[src/rtl/aes_ct_guard_buf_if.sv]
// rtl/aes_ct_guard_buf_if.sv - ciphertext ingress/egress and alarm signal bundle for aes_ct_guard_buf
interface aes_ct_guard_buf_if;
  logic [127:0] ct_i;
  logic         valid_i;
  logic         override_i;
  logic [127:0] ct_o;
  logic         ct_valid_o;
  logic         ct_ready_i;
  logic         clear_i;
  logic         alarm_o;
  logic [7:0]   alarm_cnt_o;
  logic         locked_o;
  logic         drop_o;

  modport slave (
    input  ct_i, valid_i, override_i, ct_ready_i, clear_i,
    output ct_o, ct_valid_o, alarm_o, alarm_cnt_o, locked_o, drop_o
  );

  modport master (
    output ct_i, valid_i, override_i, ct_ready_i, clear_i,
    input  ct_o, ct_valid_o, alarm_o, alarm_cnt_o, locked_o, drop_o
  );
endinterface

[src/rtl/aes_ct_guard_buf.sv]
// rtl/aes_ct_guard_buf.sv - ciphertext FIFO that flushes on leak overrides and locks out after repeated events
module aes_ct_guard_buf #(
  parameter int DEPTH       = 2,
  parameter int LOCK_THRESH = 4
) (
  input  logic              clk_i,
  input  logic              rst_ni,
  aes_ct_guard_buf_if.slave bus
);
  localparam int         AW      = $clog2(DEPTH);
  localparam logic [AW:0] PTR_ONE = 1;
  localparam logic [7:0] LT8     = 8'(LOCK_THRESH);

  typedef enum logic [1:0] {ST_RUN, ST_ALARM, ST_LOCKED} state_e;

  state_e       r_state;
  state_e       w_state_nxt;
  logic [127:0] r_mem [DEPTH];
  logic [AW:0]  r_wptr;
  logic [AW:0]  r_rptr;
  logic [7:0]   r_cnt;
  logic [7:0]   w_cnt_inc;
  logic         r_alarm;
  logic         w_alarm_nxt;
  logic         r_drop;
  logic         w_empty;
  logic         w_full;
  logic         w_pop;
  logic         w_push;
  logic         w_drop;

  // Extra pointer MSB distinguishes full from empty when the index bits match.
  assign w_empty   = (r_wptr == r_rptr);
  assign w_full    = (r_wptr[AW] != r_rptr[AW]) && (r_wptr[AW-1:0] == r_rptr[AW-1:0]);
  assign w_cnt_inc = (r_cnt == 8'hFF) ? 8'hFF : r_cnt + 8'd1;

  assign w_pop  = !w_empty && bus.ct_ready_i && !bus.override_i;
  assign w_push = bus.valid_i && !bus.override_i && (r_state == ST_RUN) && (!w_full || w_pop);
  assign w_drop = bus.valid_i && !bus.override_i && !w_push;

  always_comb begin
    w_state_nxt = r_state;
    w_alarm_nxt = r_alarm;
    if (bus.override_i) begin
      w_alarm_nxt = 1'b1;
      if ((w_cnt_inc >= LT8) || (r_state == ST_LOCKED)) begin
        w_state_nxt = ST_LOCKED;
      end else begin
        w_state_nxt = ST_ALARM;
      end
    end else if ((r_state == ST_ALARM) && bus.clear_i) begin
      w_state_nxt = ST_RUN;
      w_alarm_nxt = 1'b0;
    end
  end

  always_ff @(posedge clk_i or negedge rst_ni) begin
    if (!rst_ni) begin
      r_state <= ST_RUN;
      r_alarm <= 1'b0;
      r_drop  <= 1'b0;
      r_cnt   <= 8'd0;
      r_wptr  <= '0;
      r_rptr  <= '0;
      for (int i = 0; i < DEPTH; i++) r_mem[i] <= '0;
    end else begin
      r_state <= w_state_nxt;
      r_alarm <= w_alarm_nxt;
      r_drop  <= w_drop;
      if (bus.override_i) begin
        // A leak indication scrubs every buffered word, including one being popped.
        r_cnt  <= w_cnt_inc;
        r_wptr <= '0;
        r_rptr <= '0;
        for (int i = 0; i < DEPTH; i++) r_mem[i] <= '0;
      end else begin
        if (w_pop) r_rptr <= r_rptr + PTR_ONE;
        if (w_push) begin
          r_mem[r_wptr[AW-1:0]] <= bus.ct_i;
          r_wptr                <= r_wptr + PTR_ONE;
        end
      end
    end
  end

  assign bus.ct_o        = w_empty ? 128'h0 : r_mem[r_rptr[AW-1:0]];
  assign bus.ct_valid_o  = !w_empty;
  assign bus.alarm_o     = r_alarm;
  assign bus.alarm_cnt_o = r_cnt;
  assign bus.locked_o    = (r_state == ST_LOCKED);
  assign bus.drop_o      = r_drop;
endmodule

[src/flat_wrapper.sv]
// flat-port wrapper written by rule: the top's interface ports become plain ports
module aes_ct_guard_buf_flat 
#(
  parameter int DEPTH       = 2,
  parameter int LOCK_THRESH = 4
)
  (clk_i, rst_ni, bus_ct_i, bus_valid_i, bus_override_i, bus_ct_ready_i, bus_clear_i, bus_ct_o, bus_ct_valid_o, bus_alarm_o, bus_alarm_cnt_o, bus_locked_o, bus_drop_o);
  aes_ct_guard_buf_if bus_i ();
  input  logic clk_i;
  input  logic rst_ni;
  input wire logic [$bits(bus_i.ct_i)-1:0] bus_ct_i;
  input wire logic [$bits(bus_i.valid_i)-1:0] bus_valid_i;
  input wire logic [$bits(bus_i.override_i)-1:0] bus_override_i;
  input wire logic [$bits(bus_i.ct_ready_i)-1:0] bus_ct_ready_i;
  input wire logic [$bits(bus_i.clear_i)-1:0] bus_clear_i;
  output wire logic [$bits(bus_i.ct_o)-1:0] bus_ct_o;
  output wire logic [$bits(bus_i.ct_valid_o)-1:0] bus_ct_valid_o;
  output wire logic [$bits(bus_i.alarm_o)-1:0] bus_alarm_o;
  output wire logic [$bits(bus_i.alarm_cnt_o)-1:0] bus_alarm_cnt_o;
  output wire logic [$bits(bus_i.locked_o)-1:0] bus_locked_o;
  output wire logic [$bits(bus_i.drop_o)-1:0] bus_drop_o;
  assign bus_i.ct_i = bus_ct_i;
  assign bus_i.valid_i = bus_valid_i;
  assign bus_i.override_i = bus_override_i;
  assign bus_i.ct_ready_i = bus_ct_ready_i;
  assign bus_i.clear_i = bus_clear_i;
  assign bus_ct_o = bus_i.ct_o;
  assign bus_ct_valid_o = bus_i.ct_valid_o;
  assign bus_alarm_o = bus_i.alarm_o;
  assign bus_alarm_cnt_o = bus_i.alarm_cnt_o;
  assign bus_locked_o = bus_i.locked_o;
  assign bus_drop_o = bus_i.drop_o;
  aes_ct_guard_buf #(.DEPTH(DEPTH), .LOCK_THRESH(LOCK_THRESH)) u_core (.clk_i(clk_i), .rst_ni(rst_ni), .bus(bus_i));
endmodule
[config.mk]
export PLATFORM = sky130hd
export DESIGN_NAME = aes_ct_guard_buf_flat
export DESIGN_NICKNAME = d
export VERILOG_FILES = /design/src/rtl/aes_ct_guard_buf_if.sv /design/src/rtl/aes_ct_guard_buf.sv /design/src/flat_wrapper.sv
export SDC_FILE = /design/constraint.sdc
export NUM_CORES = 1
export LEC_CHECK = 0
export BUFFER_PORTS_ARGS = -buffer_cell sky130_fd_sc_hd__buf_4
export CAP_MARGIN = 0
export CORE_AREA = 8 8 175 177
export CTS_CLUSTER_DIAMETER = 40
export DETAILED_ROUTE_END_ITERATION = 10
export DIE_AREA = 0 0 183 185
export HOLD_SLACK_MARGIN = 0.1
export PLACE_DENSITY_LB_ADDON = 0.25
export REMOVE_ABC_BUFFERS = 1
export SYNTH_ARGS = -nofsm -noshare
export SYNTH_HDL_FRONTEND = slang
export SYNTH_SLANG_ARGS = --single-unit
[constraint.sdc]
create_clock -name clk_i -period 2.65 [get_ports clk_i]
set_input_delay 0.3975 -clock clk_i [delete_from_list [all_inputs] [get_ports clk_i]]
set_output_delay 0.3975 -clock clk_i [all_outputs]
set_load 0.005 [all_outputs]
After elaboration in Yosys (flattened, before gate mapping)
Index checks and enable logic that the tools add are counted.

word-level totals
  register bits after elaboration = 272
  output and inout port bits = 140
  logic and storage cells = 61

operators by class
  reduce and logical (&&, ||, !) cells = 19
  bitwise gates (word level) = 2
  $lt $le $gt $ge = 4
  add/sub/neg operators = 3
  mux-type cells = 19
  equality and inequality tests = 6

operator list
  operator             number
  $mux 128             5
  $mux 256             2
  $bwmux 256           1
  $demux 128 s1        1
  $mux 2               7
  $logic_and 1x1->1    9
  $add 8x1->8 const B  1
  $eq 8x8->1 const B   1
  $ge 8x3->1 const B   1
  $mux 8               1
  $reduce_bool 2->1    3
  $add 2x1->2 const B  2
  $ge 2x2->1 const B   2
  $logic_not 1->1      4
  $not 1->2            2
  $eq 2x1->1 const B   1
  $eq 2x2->1           1
  $eq 2x2->1 const B   1
  $logic_not 2->1      1
  $logic_or 1x1->1     2
  $lt 2x1->1 const B   1
  $mux 1               2
  $eq 1x1->1           1
  $ne 1x1->1           1

Longest topological paths before layout
  word-level depth = 8
  gate-level depth with buffers = 7

Worst setup path before layout
No wires, ideal clock.

  path type = register to register
  start point = register u_core.r_state[1]
  end point = register u_core.r_mem[135] (netlist bit)
  library setup time = 0.125 ns
  period minus slack after synthesis = 2.035 ns
  slack = 0.615 ns
  data arrival time = 1.910 ns
  required time = 2.525 ns
  stages on the path, launching flop included = 7
  cells stage by stage = dfrtp_1 or3b_4 a31oi_4 nor3b_4 buf_12 buf_12 mux2_4

on the way
  word-level cells in the longest chain between the ends = 4

ends and longest elaborated chain
  item                            RTL line                text
  start: declaration              aes_ct_guard_buf.sv:16  state_e r_state;
  start signal: assignment        aes_ct_guard_buf.sv:67  r_state <= w_state_nxt;
  $logic_not 2->1                 aes_ct_guard_buf.sv:38  assign w_push = bus.valid_i && !bus.override_i && (r_state == ST_RUN) && (!w_full || w_pop);
  $logic_and 1x1->1 (2 in a row)  aes_ct_guard_buf.sv:38
  $reduce_bool 2->1 (no line)     --
  end signal: indexed assignment  aes_ct_guard_buf.sv:79  r_mem[r_wptr[AW-1:0]] <= bus.ct_i;
  end: declaration                aes_ct_guard_buf.sv:18  logic [127:0] r_mem [DEPTH];

Every way passes these cells.
A chain may end at the register's enable or synchronous reset.

Worst setup path after layout
  start point = register u_core.r_rptr[1]
  end point = output port bus_ct_o[43]

on the way
  word-level cells in the longest chain between the ends = 2

ends and longest elaborated chain
  item                      RTL line                text
  start: declaration        aes_ct_guard_buf.sv:20  logic [AW:0] r_rptr;
  start signal: assignment  aes_ct_guard_buf.sv:77  if (w_pop) r_rptr <= r_rptr + PTR_ONE;
  $eq 2x2->1                aes_ct_guard_buf.sv:33  assign w_empty = (r_wptr == r_rptr);
  $mux 128                  aes_ct_guard_buf.sv:86  assign bus.ct_o = w_empty ? 128'h0 : r_mem[r_rptr[AW-1:0]];
  end: declaration          flat_wrapper.sv:16      output wire logic [$bits(bus_i.ct_o)-1:0] bus_ct_o;

Every way passes these cells.

==> flow_metrics.env <==
export IMPL_synthMuxAreaShare=0.316
export IMPL_synth_adder_area_share=0.000862
export IMPL_clockRootBuffer="clkbuf_16"
export IMPL_syn_inst=1204
export IMPL_antenna_cells=0
export IMPL_power_mw=10.3
export IMPL_crit_path_cell_trace="xor2_1 -> buf_4 -> nor2_4 -> buf_12 -> nor2_1 -> buf_4"
export IMPL_ys_seq_elements=272
export IMPL_clockBufferDepth=3
export IMPL_die_width_um=183
export IMPL_synthDistinctLibCells=41
export IMPL_synth_area_top_cells="dfrtp_1, mux2_2, nor2b_1, mux2_4, mux2i_1"
export IMPL_synth_avg_cell_area_um2=12.1
export IMPL_drcViolationCount=0
export IMPL_drtPass1Iterations=4
export IMPL_grt_pass1_wl_um=58200
export IMPL_fin_worst_skew_ps=19.0
export IMPL_grt_pass1_vias=11000
export IMPL_grt_start_max_net_pins=147
export IMPL_synthXorXnorAreaFrac=0.00362
export IMPL_core_area_um2=28100
export IMPL_multiInputGateArea_um2=7120
export IMPL_crit_top_cell="buf_4"
export IMPL_cts_tree="done"
export IMPL_nets=1639
export IMPL_cp_max_fo=65
export IMPL_cts_max_level=2
export IMPL_rr_worst_depth=6
export IMPL_viasPerCell=5.16
export IMPL_slew_violations=0
export IMPL_wl_per_cell_um=18.4
export IMPL_power_density_nw_per_um2=551
export IMPL_ys_seq_area_frac=0.469
export IMPL_synth_compound_area_frac=0.00948
export IMPL_hold_ws_ps=120
export IMPL_rr_endpoint="u_core.r_mem[219]"
export IMPL_setup_violations=0
export IMPL_worstReg2RegStart="u_core.r_state[1]"
export IMPL_rsz0062_at_grt="false"
export IMPL_synth_top_family_by_area="multiplexers"
export IMPL_initial_core_util=0.517
export IMPL_regArea_um2=6810
export IMPL_die_y_um=185
export IMPL_fill_cells=2168
export IMPL_async_flop_share=1.00
export IMPL_grt_use_total=0.209
export IMPL_drive_above_1_share=0.411
export IMPL_pin_count=274
export IMPL_critPathKind="register to output port"
export IMPL_rows=62
export IMPL_synth_edf_count=0
export IMPL_netlist_area_leader_share=0.469
export IMPL_synth_simple_gate_area_frac=0.159
export IMPL_hold_class="input port to register"
export IMPL_antenna_found_initial=0
export IMPL_cp_start_kind="register"
export IMPL_worst_pin_slew_ps=1120
export IMPL_endpoint_kind="output port"
export IMPL_fin_crit_sh=0.960
export IMPL_status="complete, no violations"
export IMPL_hold_path_end="u_core.r_mem[170]"
export IMPL_dpl_hpwl_um=21500
export IMPL_ir_drop_mv=0.427
export IMPL_grt_overflow=0
export IMPL_drt_iter0_drc=603
export IMPL_cp_required_ps=2250
export IMPL_layout_min_cycle_time_ps=2540
export IMPL_maxCapViolCount=0
export IMPL_hold_start="bus_ct_i[42]"
export IMPL_arrival_ps=2150
export IMPL_slowest_delay_ps=390
export IMPL_reg2reg_slack_ps=260
export IMPL_ys_warn_count=0
export IMPL_synthToLayoutAreaGrowth_pct=29.0
export IMPL_ant_nets=0
export IMPL_vias=9920
export IMPL_holdPathStages=2
export IMPL_port_buffers=273
export IMPL_hold_violations=0
export IMPL_ys_flop_type="dfrtp_1"
export IMPL_routed_wl_um=35300
export IMPL_clkTransAtPathRegs_ps=50
export IMPL_slowest_stage="dfrtp_1"
export IMPL_place_gp_congestion=0.741
export IMPL_dieArea_um2=33900
export IMPL_startpoint="u_core.r_rptr[1]"
export IMPL_cts_buffers=42
export IMPL_leakage_nw=8.69
export IMPL_slew_headroom=0.251
export IMPL_syn_area_um2=14500
export IMPL_clkLatencyLatePin_ps=530
export IMPL_cts_sinks=272
export IMPL_yosysTopAreaCell="dfrtp_1"
export IMPL_max_freq_mhz=393
-- logic make-up (layout without fill, tap and decap cells) --
| family | count (synthesis) | after routing |
|---|---|---|
| AND/OR/NAND/NOR | 424 | 424 |
| XOR/XNOR | 6 | 6 |
| AO/OA/AOI/OAI | 20 | 20 |
| buffers and inverters | 92 | 425 |
| adder cells (fa/ha/maj) | 1 | 1 |
| multiplexers | 389 | 389 |
| flip-flops | 272 | 272 |
-- critical path: cells and delay by family, from the launching register on --
kind,cells,cell delay [ps]
xor gates and xnor gates,1,310
buffers and inverters,3,550
DFF,1,390
and+or+nand+nor,2,290
-- area by class of cell --
type / instances / share of cell area
clock buffer: 50 / 0.0610
tap: 384 / 0.0256
sequential: 272 / 0.363
timing repair buffer: 347 / 0.155
multi-input combinational: 840 / 0.380
inverter: 1 / 0.000200
clock inverter: 27 / 0.0146
-- metal layers --
layer	part of all wire	track usage	vias to the layer above
li1	-	-	4657
met1	0.45	0.271	4959
met2	0.47	0.343	251
met3	0.060	0.0498	53
met4	0.021	0.0618	0
met5	0	0	-
-- what timing repair did --
item / 4_1_cts / 5_1_grt
resized for setup: 1 / 0
setup endpoints to repair: 93 / 0
setup buffers: 0 / 0
endpoints found under the hold margin: 128 / 0
hold buffers: 47 / 0
-- worst max path at each step --
stage                                   end  slack [ps]  cells after the start
after floorplan           u_core.r_mem[128]       -7880                      4
after global placement    u_core.r_mem[147]         260                      7
after detailed placement  u_core.r_mem[176]         210                      7
after CTS                      bus_ct_o[20]          90                      6
after global routing          bus_ct_o[100]          30                      6
final                          bus_ct_o[43]         110                      6
-- flip-flops by register name, indices dropped and copies added, names as in the netlist --
| name | cells |
|---|---|
| u_core.r_mem | 256 |
| u_core.bus.alarm_cnt_o | 8 |
| u_core.bus.alarm_o | 1 |
| u_core.r_wptr | 2 |
| u_core.r_rptr | 2 |
| u_core.bus.drop_o | 1 |
| u_core.r_state | 2 |
-- synthesized netlist by cell type, drive strengths merged, types with 2 or more instances --
cell	n
o21ai	8
mux2i	128
xor2	4
and3	2
nand3b	3
nand3	2
a31oi	2
buf	33
nand4	4
clkbuf	58
nand2b	5
mux2	261
nand2	6
nor3b	2
xnor2	2
nor2b	257
dfrtp	272
nor2	138
a21oi	4
-- where the power goes --
group          switching, mW  leakage (nW)  internal [mW]
Combinational          0.310          4.23          0.307
Sequential            0.0771          3.78           4.20
Clock                   2.02         0.685           3.41
Total                   2.41          8.69           7.92
-- cell usage in the layout, fill, tap and decap left out, types with 3 or more instances in the layout --
cell type | synthesis | routed
o21ai_0 | 8 | 8
dlygate4sd3_1 | 0 | 47
clkinvlp_4 | 0 | 6
xor2_1 | 4 | 4
mux2_2 | 149 | 149
buf_4 | 12 | 286
mux2_1 | 12 | 12
mux2i_1 | 128 | 128
dfrtp_1 | 272 | 271
clkbuf_8 | 0 | 5
nand3b_1 | 3 | 3
clkbuf_1 | 58 | 3
clkbuf_16 | 0 | 43
nand4_1 | 4 | 4
nor2b_1 | 257 | 257
nand2b_1 | 5 | 5
nand2_1 | 6 | 6
bufinv_16 | 0 | 3
inv_6 | 0 | 5
mux2_4 | 100 | 100
a21oi_1 | 4 | 4
buf_12 | 11 | 10
clkinv_2 | 0 | 9
nor2_1 | 138 | 137
-- metrics by stage --
stage | util | setup TNS (ps) | std cells | setup slack, ps | cell area (um2)
after floorplan | - | -2718250 | 1113 | -7880 | 13900
after detailed placement | 0.599 | 0 | 1796 | 214 | 16800
final | 0.667 | 0 | 1921 | 105 | 18700
after global routing | 0.667 | 0 | 1921 | 30.2 | 18700
after CTS | 0.667 | 0 | 1921 | 90.0 | 18700
after global placement | 0.599 | 0 | 1796 | 262 | 16800
Note: power is estimated with default switching activity, not from simulation.
